## src/rtl/mem_port_arbiter.sv

```systemverilog
// ============================================================================
//  Module   : mem_port_arbiter
//  Purpose  : Shares one single-port SRAM between instruction fetch and the
//             memory stage; fixed priority (MEM over IF), multi-cycle access
//             sequencer and pipeline freeze generation.
//  Revision : 1.0
// ============================================================================
`default_nettype none

module mem_port_arbiter #(
    parameter int ADDRESS_LEN = 32,
    parameter int DATA_LEN    = 32,
    parameter int WAIT_CYCLES = 4
) (
    input  logic                   clk,
    input  logic                   rst_n,

    input  logic                   if_req_i,
    input  logic [ADDRESS_LEN-1:0] if_addr_i,
    output logic [DATA_LEN-1:0]    if_data_o,
    output logic                   if_ready_o,

    input  logic                   mem_r_en_i,
    input  logic                   mem_w_en_i,
    input  logic [ADDRESS_LEN-1:0] mem_addr_i,
    input  logic [DATA_LEN-1:0]    mem_wdata_i,
    output logic [DATA_LEN-1:0]    mem_rdata_o,
    output logic                   mem_ready_o,

    output logic                   freeze_o,

    output logic                   sram_en_o,
    output logic                   sram_we_o,
    output logic [ADDRESS_LEN-1:0] sram_addr_o,
    output logic [DATA_LEN-1:0]    sram_wdata_o,
    input  logic [DATA_LEN-1:0]    sram_rdata_i
);

    localparam logic [1:0] c_ST_IDLE   = 2'd0;
    localparam logic [1:0] c_ST_ACCESS = 2'd1;
    localparam logic [1:0] c_ST_DONE   = 2'd2;

    localparam logic       c_OWN_IF    = 1'b0;
    localparam logic       c_OWN_MEM   = 1'b1;

    // Counter value on the last SRAM cycle of an access; read data is valid then.
    localparam logic [3:0] c_LAST_CNT  = 4'(WAIT_CYCLES - 1);

    logic [1:0]             state_q,     state_d;
    logic [3:0]             cnt_q,       cnt_d;
    logic                   owner_q,     owner_d;
    logic                   we_q,        we_d;
    logic [ADDRESS_LEN-1:0] addr_q,      addr_d;
    logic [DATA_LEN-1:0]    wdata_q,     wdata_d;
    logic [DATA_LEN-1:0]    if_data_q,   if_data_d;
    logic [DATA_LEN-1:0]    mem_rdata_q, mem_rdata_d;

    logic                   mem_req;

    assign mem_req = mem_r_en_i | mem_w_en_i;

    always_comb begin
        state_d     = state_q;
        cnt_d       = cnt_q;
        owner_d     = owner_q;
        we_d        = we_q;
        addr_d      = addr_q;
        wdata_d     = wdata_q;
        if_data_d   = if_data_q;
        mem_rdata_d = mem_rdata_q;

        case (state_q)
            c_ST_IDLE: begin
                // Both enables high is a write: mem_w_en alone sets the flag.
                if (mem_req) begin
                    owner_d = c_OWN_MEM;
                    we_d    = mem_w_en_i;
                    addr_d  = mem_addr_i;
                    wdata_d = mem_wdata_i;
                    cnt_d   = 4'd0;
                    state_d = c_ST_ACCESS;
                end else if (if_req_i) begin
                    owner_d = c_OWN_IF;
                    we_d    = 1'b0;
                    addr_d  = if_addr_i;
                    wdata_d = '0;
                    cnt_d   = 4'd0;
                    state_d = c_ST_ACCESS;
                end
            end

            c_ST_ACCESS: begin
                cnt_d = cnt_q + 4'd1;
                if (cnt_q == c_LAST_CNT) begin
                    state_d = c_ST_DONE;
                    if (owner_q == c_OWN_IF) begin
                        if_data_d = sram_rdata_i;
                    end else if (!we_q) begin
                        mem_rdata_d = sram_rdata_i;
                    end
                end
            end

            c_ST_DONE: begin
                cnt_d   = 4'd0;
                state_d = c_ST_IDLE;
            end

            default: begin
                cnt_d   = 4'd0;
                state_d = c_ST_IDLE;
            end
        endcase
    end

    // Async reset drops state immediately, so an access in flight is aborted.
    always_ff @(posedge clk or negedge rst_n) begin
        if (!rst_n) begin
            state_q     <= c_ST_IDLE;
            cnt_q       <= 4'd0;
            owner_q     <= c_OWN_IF;
            we_q        <= 1'b0;
            addr_q      <= '0;
            wdata_q     <= '0;
            if_data_q   <= '0;
            mem_rdata_q <= '0;
        end else begin
            state_q     <= state_d;
            cnt_q       <= cnt_d;
            owner_q     <= owner_d;
            we_q        <= we_d;
            addr_q      <= addr_d;
            wdata_q     <= wdata_d;
            if_data_q   <= if_data_d;
            mem_rdata_q <= mem_rdata_d;
        end
    end

    assign sram_en_o    = (state_q == c_ST_ACCESS);
    assign sram_we_o    = sram_en_o & we_q;
    assign sram_addr_o  = addr_q;
    assign sram_wdata_o = wdata_q;

    assign if_ready_o   = (state_q == c_ST_DONE) & (owner_q == c_OWN_IF);
    assign mem_ready_o  = (state_q == c_ST_DONE) & (owner_q == c_OWN_MEM);
    assign if_data_o    = if_data_q;
    assign mem_rdata_o  = mem_rdata_q;

    // Unregistered so the pipeline advances on the same edge mem_ready pulses.
    assign freeze_o     = mem_req & ~mem_ready_o;

endmodule

`default_nettype wire

```

## config.mk

```make
export PLATFORM = sky130hd
export DESIGN_NAME = mem_port_arbiter
export DESIGN_NICKNAME = d
export VERILOG_FILES = /design/src/rtl/mem_port_arbiter.sv
export SDC_FILE = /design/constraint.sdc
export NUM_CORES = 1
export LEC_CHECK = 0
export CORE_ASPECT_RATIO = 1.25
export CORE_MARGIN = 4
export CORE_UTILIZATION = 35
export CTS_CLUSTER_DIAMETER = 120
export DETAILED_ROUTE_END_ITERATION = 6
export GPL_TIMING_DRIVEN = 0
export PLACE_DENSITY = 0.7
export SLEW_MARGIN = 5
export SYNTH_ARGS = -nofsm -noshare
export SYNTH_HDL_FRONTEND = slang
export SYNTH_SLANG_ARGS = --single-unit
```

## constraint.sdc

```tcl
create_clock -name clk -period 2 [get_ports clk]
set_input_delay 0.2 -clock clk [delete_from_list [all_inputs] [get_ports clk]]
set_output_delay 0.2 -clock clk [all_outputs]
set_load 0.02 [all_outputs]
```

==> results.md, run 1 <==
- CP Class: flip-flop to output pin
- Routed WL per cell: 17.7 um
- Antenna-violating nets left: 0
- CTS tree: yes
- Synth Warn #: 0
- Root Driver: clkbuf_16
- Place WS: -0.360 ns
- Initial antenna violation count: 0
- Mux share of post-synthesis cell area: around a fifth
- Clock transition at path regs: approximately 0.060 ns
- Final core occ: 58.9%
- Synth top area cells: dfrtp_1 (61%), mux2_4 (8.0%), mux2_2 (6.2%)
- Die height: 150 um
- Final setup viols: 0
- Number of buffers created by CTS: 17
- Area Overhead vs Synth: 64.1%
- Post-synthesis compound-gate area fraction: 11.5%
- Number of synthesized register bits: around 140
- Final worst slack: around 0.10 ns
- Worst Skew: 0.00749 ns
- Slew Viols, Final: 0
- Synth Area in XOR/XNOR: less than 1%
- DR iter-0 viols: 185
- Synth top area share: 60.7%
- Slew @ Worst Pin: just over 0.6 ns
- Post-Synth Simple-Gate Area: 3.68%
- Fin nets: 810
- IO Pins: 266
- Syn Area/Cell: 14.4 um2
- Post-DP HPWL: around 12 mm
- Final instance area: 9210 um2
- Worst Setup Start Kind: flip-flop
- Critical Path RT: 1.80 ns
- Area of the multi-input gates: 2030 um2
- Syn_nets: 524
- Register area: 3400 um2
- Power Total: 15.6 mW
- Total routed wirelength: approximately 16 mm
- Die W: 121 um
- GP Congestion: 0.752
- Max Fanout on Critical Path: 9
- Buffers on Ports: 265
- Filler-free cell count of the finished design: 900
- Global-route wire length before repair: between 20 and 25 mm
- Max_cap viols: 0
- WHS: between 0.3 and 0.4 ns
- Share of cells above drive strength 1: between 10% and 20%
- Largest area contributor in the netlist: dfrtp_1
- RSZ-0062 raised after global routing: false
- Fin. Hold Viols: 0
- Dpl cells: 868
- Core area: about 16000 um2
- Leakage: roughly 4.0 nW
- Initial cell density of the core: around 36%
- Post-synthesis cell area: 5610 um2
- Class of the worst hold path: primary input to asynchronous set/reset pin
- Worst path arrival time: 1.70 ns
- Grt ovf: 0
- Die ar.: 18100 um2
- Min Tclk post-route: 1.90 ns
- Peak VDD IR: 0.765 mV
- DR vias: around 4300
- Distinct cells, synth: 35
- Status: completed
- Max Freq: 0.527 GHz
- Fillers: 1304
- Fin crit share: 94.9%
- Routed vias/inst: 4.83
- Row Count: 51
- Clock buffer depth: 2
- Inserted Diodes: 0
- Cell Area, Placed: 8560 um2
- Skew-Pair Late Insertion Delay: 0.41 ns
- Setup tns final: 0 ns
- GRT Util Overall: about 18%
- Slew HR: between 50 and 60%
- Mapped Cells: 390
- Num Clock Sinks: 136
- Largest family of logic cells by synthesized area: multiplexers
- Vias in the first global route: approximately 4800
- Adder-Cell Fraction of Synth Area: 0.223%
- Largest net degree at the start of global routing: 73
- CP endpoint kind: output pin
- DRT Pass-1 Iters: 5
- Power Dens Cells: 1700 nW/um2
- Sequential share of the synthesized area: about three fifths
- Residual DRC: 0
- Htree depth: 4
-- layer usage --
layer  vias up  global-route usage (%)  part of all wire [%]
met5         -                       0                     0
met3        32                    6.47                   8.1
met1      2135                    19.1                    38
met4         0                    7.29                   2.5
met2       187                    30.6                    52
li1       1989                       -                     -
-- cell usage in the layout, fill, tap and decap left out, types with 8 or more instances in the layout --
| master | instances |
|---|---|
| mux2i_1 | 32 |
| clkbuf_16 | 17 |
| mux2_4 | 30 |
| buf_6 | 8 |
| buf_2 | 9 |
| clkdlybuf4s50_1 | 259 |
| a21oi_1 | 67 |
| dfrtp_1 | 136 |
| mux2_2 | 31 |
| a22o_1 | 33 |
-- Yosys cell counts --
cell	count
nor2_2	2
nor3b_4	1
a21oi_1	67
and3b_1	1
nand3b_4	1
and2_1	1
nand2b_4	1
o21ai_0	1
a211oi_1	1
inv_2	1
ha_1	1
nand2_2	1
mux2_1	3
dfrtp_1	136
or3_1	2
nand2b_1	1
buf_6	7
nand3b_1	2
mux2i_1	32
and2_2	1
nor3b_1	1
nand4b_4	1
a22o_1	33
mux2_4	30
buf_4	3
a21o_1	1
clkbuf_1	8
nand2_1	1
nand3_1	4
nor3_2	1
mux2_2	31
xnor2_1	1
buf_2	9
nor3_1	2
nor2_1	1
-- repair_timing --
item | CTS | global route
hold buffers | 1 | 0
pin swaps | 0 | 0
gates resized for setup | 9 | 3
endpoints found under the hold margin | 64 | 0
endpoints found under the setup margin | 5 | 2
buffers inserted | 0 | 0
-- registers in the layout, summed over array words and instances, names as in the netlist --
register,cells
cnt_q,4
if_data_o,32
mem_rdata_o,32
owner_q,1
sram_addr_o,32
sram_wdata_o,32
state_q,2
we_q,1
-- area by class of cell --
type                       instances  area share, %
clock inverter                    13           2.11
multi-input combinational        226           22.1
inverter                           1         0.0408
timing repair buffer             267           29.2
clock buffer                      18           4.77
buffer                            27           1.96
sequential                       136           37.0
tap                              212           2.88
-- critical path, cell delays in order, from the launching register on --
cell	delay (ns)
dfrtp_1	0.37
buf_6	0.14
nand2b_4	0.14
inv_2	0.13
and2_1	0.15
clkdlybuf4s15_1	0.34
-- where the power goes --
group          leakage (nW)  internal (mW)  switching [mW]
clock                 0.296           2.13            1.21
combinational          2.07           3.85            3.51
sequential             1.59           4.12           0.801
-- final timing paths --
check	from	endpoint	slack [ns]	depth (start not counted)
min in group clk	mem_wdata_i[9]	sram_wdata_o[9]	0.39	2
setup reg to reg	cnt_q[0]	mem_rdata_o[28]	0.23	5
hold / removal	rst_n	mem_rdata_o[19]	0.35	2
setup / recovery	state_q[1]	sram_we_o	0.10	5
max in group asynchronous	rst_n	sram_addr_o[3]	0.88	3
hold reg to reg	if_data_o[12]	if_data_o[12]	0.49	1
-- kinds of logic after synthesis --
logic type / Yosys count
DFF: 136
AOI/OAI and AO/OA: 103
muxes: 96
buffers and inverters: 28
and+or+nand+nor: 25
xor gates and xnor gates: 1
adders and majority gates: 1
Note: power is estimated with default switching activity, not from simulation.
==> run 2, diff against run 1 <==
--- a/config.mk
+++ b/config.mk
@@ -8,7 +8,7 @@
 export CORE_ASPECT_RATIO = 1.25
 export CORE_MARGIN = 4
 export CORE_UTILIZATION = 35
-export CTS_CLUSTER_DIAMETER = 120
+export CTS_CLUSTER_DIAMETER = 60
 export DETAILED_ROUTE_END_ITERATION = 6
 export GPL_TIMING_DRIVEN = 0
 export PLACE_DENSITY = 0.7
==> constraint.sdc (replaced) <==
create_clock -name clk -period 1.97 [get_ports clk]
set_input_delay 0.394 -clock clk [delete_from_list [all_inputs] [get_ports clk]]
set_output_delay 0.394 -clock clk [all_outputs]
set_load 0.02 [all_outputs]
==> results.md, run 2 (same netlist as run 1, synthesis figures left out) <==
- Status: completed
- Buffers on Ports: 265
- Share of cells above drive strength 1: a little under a fifth
- Slew Viols, Final: 0
- IO Pins: between 200 and 300
- Filler-free cell count of the finished design: roughly 900
- Total routed wirelength: 16.0 mm
- Die ar.: between 15000 and 20000 um2
- Power Dens Cells: 1720 nW/um2
- Leakage: just under 4 nW
- Setup tns final: 0 ns
- Post-DP HPWL: 12.0 mm
- Number of buffers created by CTS: 17
- Routed WL per cell: 17.7 um
- Area Overhead vs Synth: 64.4%
- Root Driver: clkbuf_16
- Antenna-violating nets left: 0
- Worst Setup Start Kind: primary input
- Dpl cells: 868
- Cell Area, Placed: 8560 um2
- Commonest non-fill, non-tap cells in the layout: clkdlybuf4s50_1 (259), dfrtp_1 (136), a21oi_1 (67)
- Worst Skew: about 0.0074 ns
- DRT Pass-1 Iters: 4
- Initial cell density of the core: 35.9%
- DR iter-0 viols: 221
- Global-route wire length before repair: 25.0 mm
- Fin nets: 813
- Max Fanout on Critical Path: 10
- Slew HR: 59.4%
- Max Freq: 0.529 GHz
- Row Count: 51
- Grt ovf: 0
- Vias in the first global route: 4790
- Min Tclk post-route: 1.89 ns
- Initial antenna violation count: 0
- Final worst slack: about 0.08 ns
- CP endpoint kind: output pin
- GP Congestion: roughly 0.75
- Inserted Diodes: 0
- GRT Util Overall: 17.6%
- Clock transition at path regs: approximately 0.06 ns
- Worst path arrival time: approximately 1.5 ns
- Peak VDD IR: 0.781 mV
- Htree depth: 4
- Core area: about 16000 um2
- DR vias: about 4400
- CP Class: primary input to output pin
- Num Clock Sinks: 136
- Place WS: -0.778 ns
- CTS tree: yes
- Routed vias/inst: 4.82
- Fin crit share: between 90% and 100%
- Skew-Pair Late Insertion Delay: 0.41 ns
- Most frequent cell on the critical path: buf_4
- Power Total: 15.9 mW
- Crit-path cells: clkdlybuf4s50_1 > nor2_4 > buf_4 > nor2_1 > buf_4
- Slew @ Worst Pin: 0.610 ns
- Residual DRC: 0
- Most common cell after layout, fill and taps aside: clkdlybuf4s50_1
- RSZ-0062 raised after global routing: false
- Delay of the slowest critical-path stage: 0.57 ns
- Fin. Hold Viols: 0
- Class of the worst hold path: flip-flop to flip-flop
- Largest net degree at the start of global routing: 73
- Final instance area: 9220 um2
- Max_cap viols: 0
- Final setup viols: 0
- Critical Path RT: 1.58 ns
- CP max stage cell: clkdlybuf4s50_1
- Clock buffer depth: 2
- Die height: ~150 um
- Die W: 121 um
run 2: repair_timing:
item | CTS | global route
hold buffers | 1 | 0
setup buffers | 3 | 0
pin swaps | 1 | 0
gates cloned | 0 | 0
gates resized for setup | 21 | 8
setup endpoints to repair | 5 | 5
hold endpoints to repair | 62 | 0
run 2: final timing paths:
path,startpoint,endpoint,slack [ns],cells after the start
max reg2reg,cnt_q[0],mem_rdata_o[5],0.20,5
min,if_data_o[12],if_data_o[12],0.49,1
max,mem_w_en_i,freeze_o,0.08,5
min in group asynchronous,rst_n,mem_rdata_o[19],0.54,2
min reg2reg,if_data_o[12],if_data_o[12],0.49,1
max in group asynchronous,rst_n,sram_addr_o[3],0.65,3
run 2: worst max-delay path: cells and delay by family:
kind | cells | cell delay (ns)
buf+inv | 3 | 0.92
simple gates | 2 | 0.18
run 2: power by group:
group          internal [mW]  leakage (nW)  total, mW  switching, mW
clock network           2.16         0.296       3.40           1.24
logic                   3.94          2.08       7.52           3.58
registers               4.18          1.59       4.99          0.807
run 2: through the flow:
step / utilization, % / hold WS, ns
6_report: 59.0 / 0.495
5_1_grt: 59.0 / 0.516
4_1_cts: 59.0 / 0.494
3_5_place_dp: 54.7 / 0.428
3_3_place_gp: 54.5 / 0.475
2_1_floorplan: - / 0.0984
run 2: per-layer routing:
metal	routed length [um]	GRT usage, %
met4	415	7.29
met5	0	0
met3	1320	6.43
met2	8220	30.7
met1	6000	19.2
run 2: final cells by class:
class	count	area, um2
Buffer	27	183
Clock buffer	18	439
Clock inverter	13	194
Fill cell	1307	6410
Inverter	1	6.26
Multi-Input combinational cell	226	2030
Sequential cell	136	3400
Tap cell	212	265
Timing Repair Buffer	270	2700
==> run 3, diff against run 2 <==
--- a/config.mk
+++ b/config.mk
@@ -6,7 +6,7 @@
 export NUM_CORES = 1
 export LEC_CHECK = 0
 export CORE_ASPECT_RATIO = 1.25
-export CORE_MARGIN = 4
+export CORE_MARGIN = 1
 export CORE_UTILIZATION = 35
 export CTS_CLUSTER_DIAMETER = 60
 export DETAILED_ROUTE_END_ITERATION = 6
==> constraint.sdc (replaced) <==
create_clock -name clk -period 2.2 [get_ports clk]
set_input_delay 0.44 -clock clk [delete_from_list [all_inputs] [get_ports clk]]
set_output_delay 0.44 -clock clk [all_outputs]
set_load 0.02 [all_outputs]
==> results.md, run 3 (same netlist as run 1, synthesis figures left out) <==
- Fin nets: 810
- Post-DP HPWL: 11.4 mm
- Crit-path cells: clkbuf_4 > and3b_1 > dlygate4sd2_1
- Path depth of the worst reg2reg path: 5
- Power Total: 14.1 mW
- FF-to-FF End: mem_rdata_o[13]
- Slew Viols, Final: 0
- Routed WL per cell: 17.0 um
- CP max stage cell: dfrtp_1
- Inserted Diodes: 0
- Row Count: 51
- Skew-Pair Late Insertion Delay: 0.41 ns
- Antenna-violating nets left: 0
- Buffers on Ports: 265
- Internal power: 9.11 mW
- RSZ-0062 raised after global routing: false
- DR vias: 4369
- Global-route wire length before repair: between 20 and 25 mm
- Max_cap viols: 0
- Clock network power share: 20.8%
- Clock buffer depth: 2
- GP Congestion: 0.727
- WP buf/inv: 2
- Total routed wirelength: 15.3 mm
- Final setup viols: 0
- Worst r2r src: cnt_q[0]
- Initial cell density of the core: 35.9%
- Power Dens Cells: 1530 nW/um2
- Commonest non-fill, non-tap cells in the layout: clkdlybuf4s50_1 (259), dfrtp_1 (136), a21oi_1 (67)
- CP endpoint kind: output pin
- Min Tclk post-route: 2.12 ns
- P_sw: 4.95 mW
- Worst path arrival time: 1.68 ns
- Dpl cells: a little under 900
- Leakage: 3.96 nW
- WHS: 0.0197 ns
- Switching share of power: 35.2%
- Die ar.: ~17000 um2
- Critical Path RT: 1.76 ns
- DRT Pass-1 Iters: 4
- Core area: about 16000 um2
- DR iter-0 viols: roughly 150
- Die height: 144 um
- Status: completed
- Delay of the slowest critical-path stage: 0.43 ns
- Worst reg-to-reg setup slack: around 0.4 ns
- Vias in the first global route: 4655
- Crit path from: state_q[0]
- Gate power share: between 40% and 50%
- Peak VDD IR: 0.615 mV
- Area Overhead vs Synth: 63.6%
- Residual DRC: 0
- Max Freq: approximately 0.47 GHz
- CP Class: flip-flop to output pin
- Seq pwr share: 31.9%
- Die W: 115 um
- IO Pins: 266
- Most common cell after layout, fill and taps aside: clkdlybuf4s50_1
- Top Family by Delay on Critical Path: buffers and inverters
- Initial antenna violation count: 0
- Routed vias/inst: 4.85
- Clock transition at path regs: 0.06 ns
- Largest net degree at the start of global routing: 74
- Filler-free cell count of the finished design: 900
- Root Driver: clkbuf_16
- Place WS: -0.545 ns
- GRT Util Overall: 19.0%
- Number of buffers created by CTS: 17
- Class of the worst hold path: primary input to asynchronous set/reset pin
- WP depth: 3
- Share of cells above drive strength 1: 18.3%
- Crit path capture: mem_ready_o
- Worst Setup Start Kind: flip-flop
- Max Fanout on Critical Path: 10
- Htree depth: 4
- Grt ovf: 0
- Fin. Hold Viols: 0
- Worst Skew: 0.00686 ns
- Fin crit share: 96.2%
- Slew @ Worst Pin: approximately 0.6 ns
- Num Clock Sinks: 136
- Slew HR: 59.5%
- Final worst slack: 0.0835 ns
- CTS tree: yes
run 3: power by group through the flow:
stage | clock [mW] | sequential, mW | combinational (mW)
6_report | 2.92 | 4.48 | 6.66
3_5_place_dp | 0 | 4.50 | 6.71
5_1_grt | 3.12 | 4.63 | 7.08
2_1_floorplan | 0 | 5.86 | 2.03
4_1_cts | 3.00 | 4.49 | 6.73
3_3_place_gp | 0 | 4.45 | 6.58
run 3: per-layer routing:
layer	vias up	track usage, %	wire [um]
met4	0	5.67	210
met2	180	34.6	8240
met5	-	0	0
met1	2178	21.1	5900
li1	1993	-	-
met3	18	6.03	960
run 3: area by class of cell:
class / count / area [um2]
clock buffer: 21 / 470
tap: 212 / 265
clock inverter: 10 / 144
multi-input combinational: 226 / 2030
fill: 1327 / 6460
timing repair buffer: 267 / 2680
buffer: 27 / 183
inverter: 1 / 3.75
sequential: 136 / 3400
run 3: stage by stage:
stage / instance area (um2) / util (%) / setup TNS [ns]
floorplan: 5610 / - / 0
global placement: 8530 / 54.5 / -623.65
detailed placement: 8560 / 54.7 / -0.626
CTS: 9180 / 58.7 / 0
global route: 9180 / 58.7 / 0
finish: 9180 / 58.7 / 0
run 3: worst reg2reg max path, delay by kind of cell, from the launching register on:
family,cells,cell delay (ns)
adders and majority gates,1,0.20
DFF,1,0.39
and+or+nand+nor,2,0.57
buffers and inverters,1,0.22
muxes,1,0.31
run 3: timing repair:
item                       4_1_cts  5_1_grt
hold buffers                     0        0
pin swaps                        1        0
setup endpoints to repair        5        2
resized for setup               10        3
buffers inserted                 1        0
run 3: worst min-delay path by stage:
stage                           end  cells past startpoint
detailed placement  mem_rdata_o[12]                      1
CTS                 mem_rdata_o[11]                      1
floorplan                  cnt_q[0]                      0
global route          if_data_o[12]                      1
global placement      if_data_o[20]                      1
finish              mem_rdata_o[12]                      1
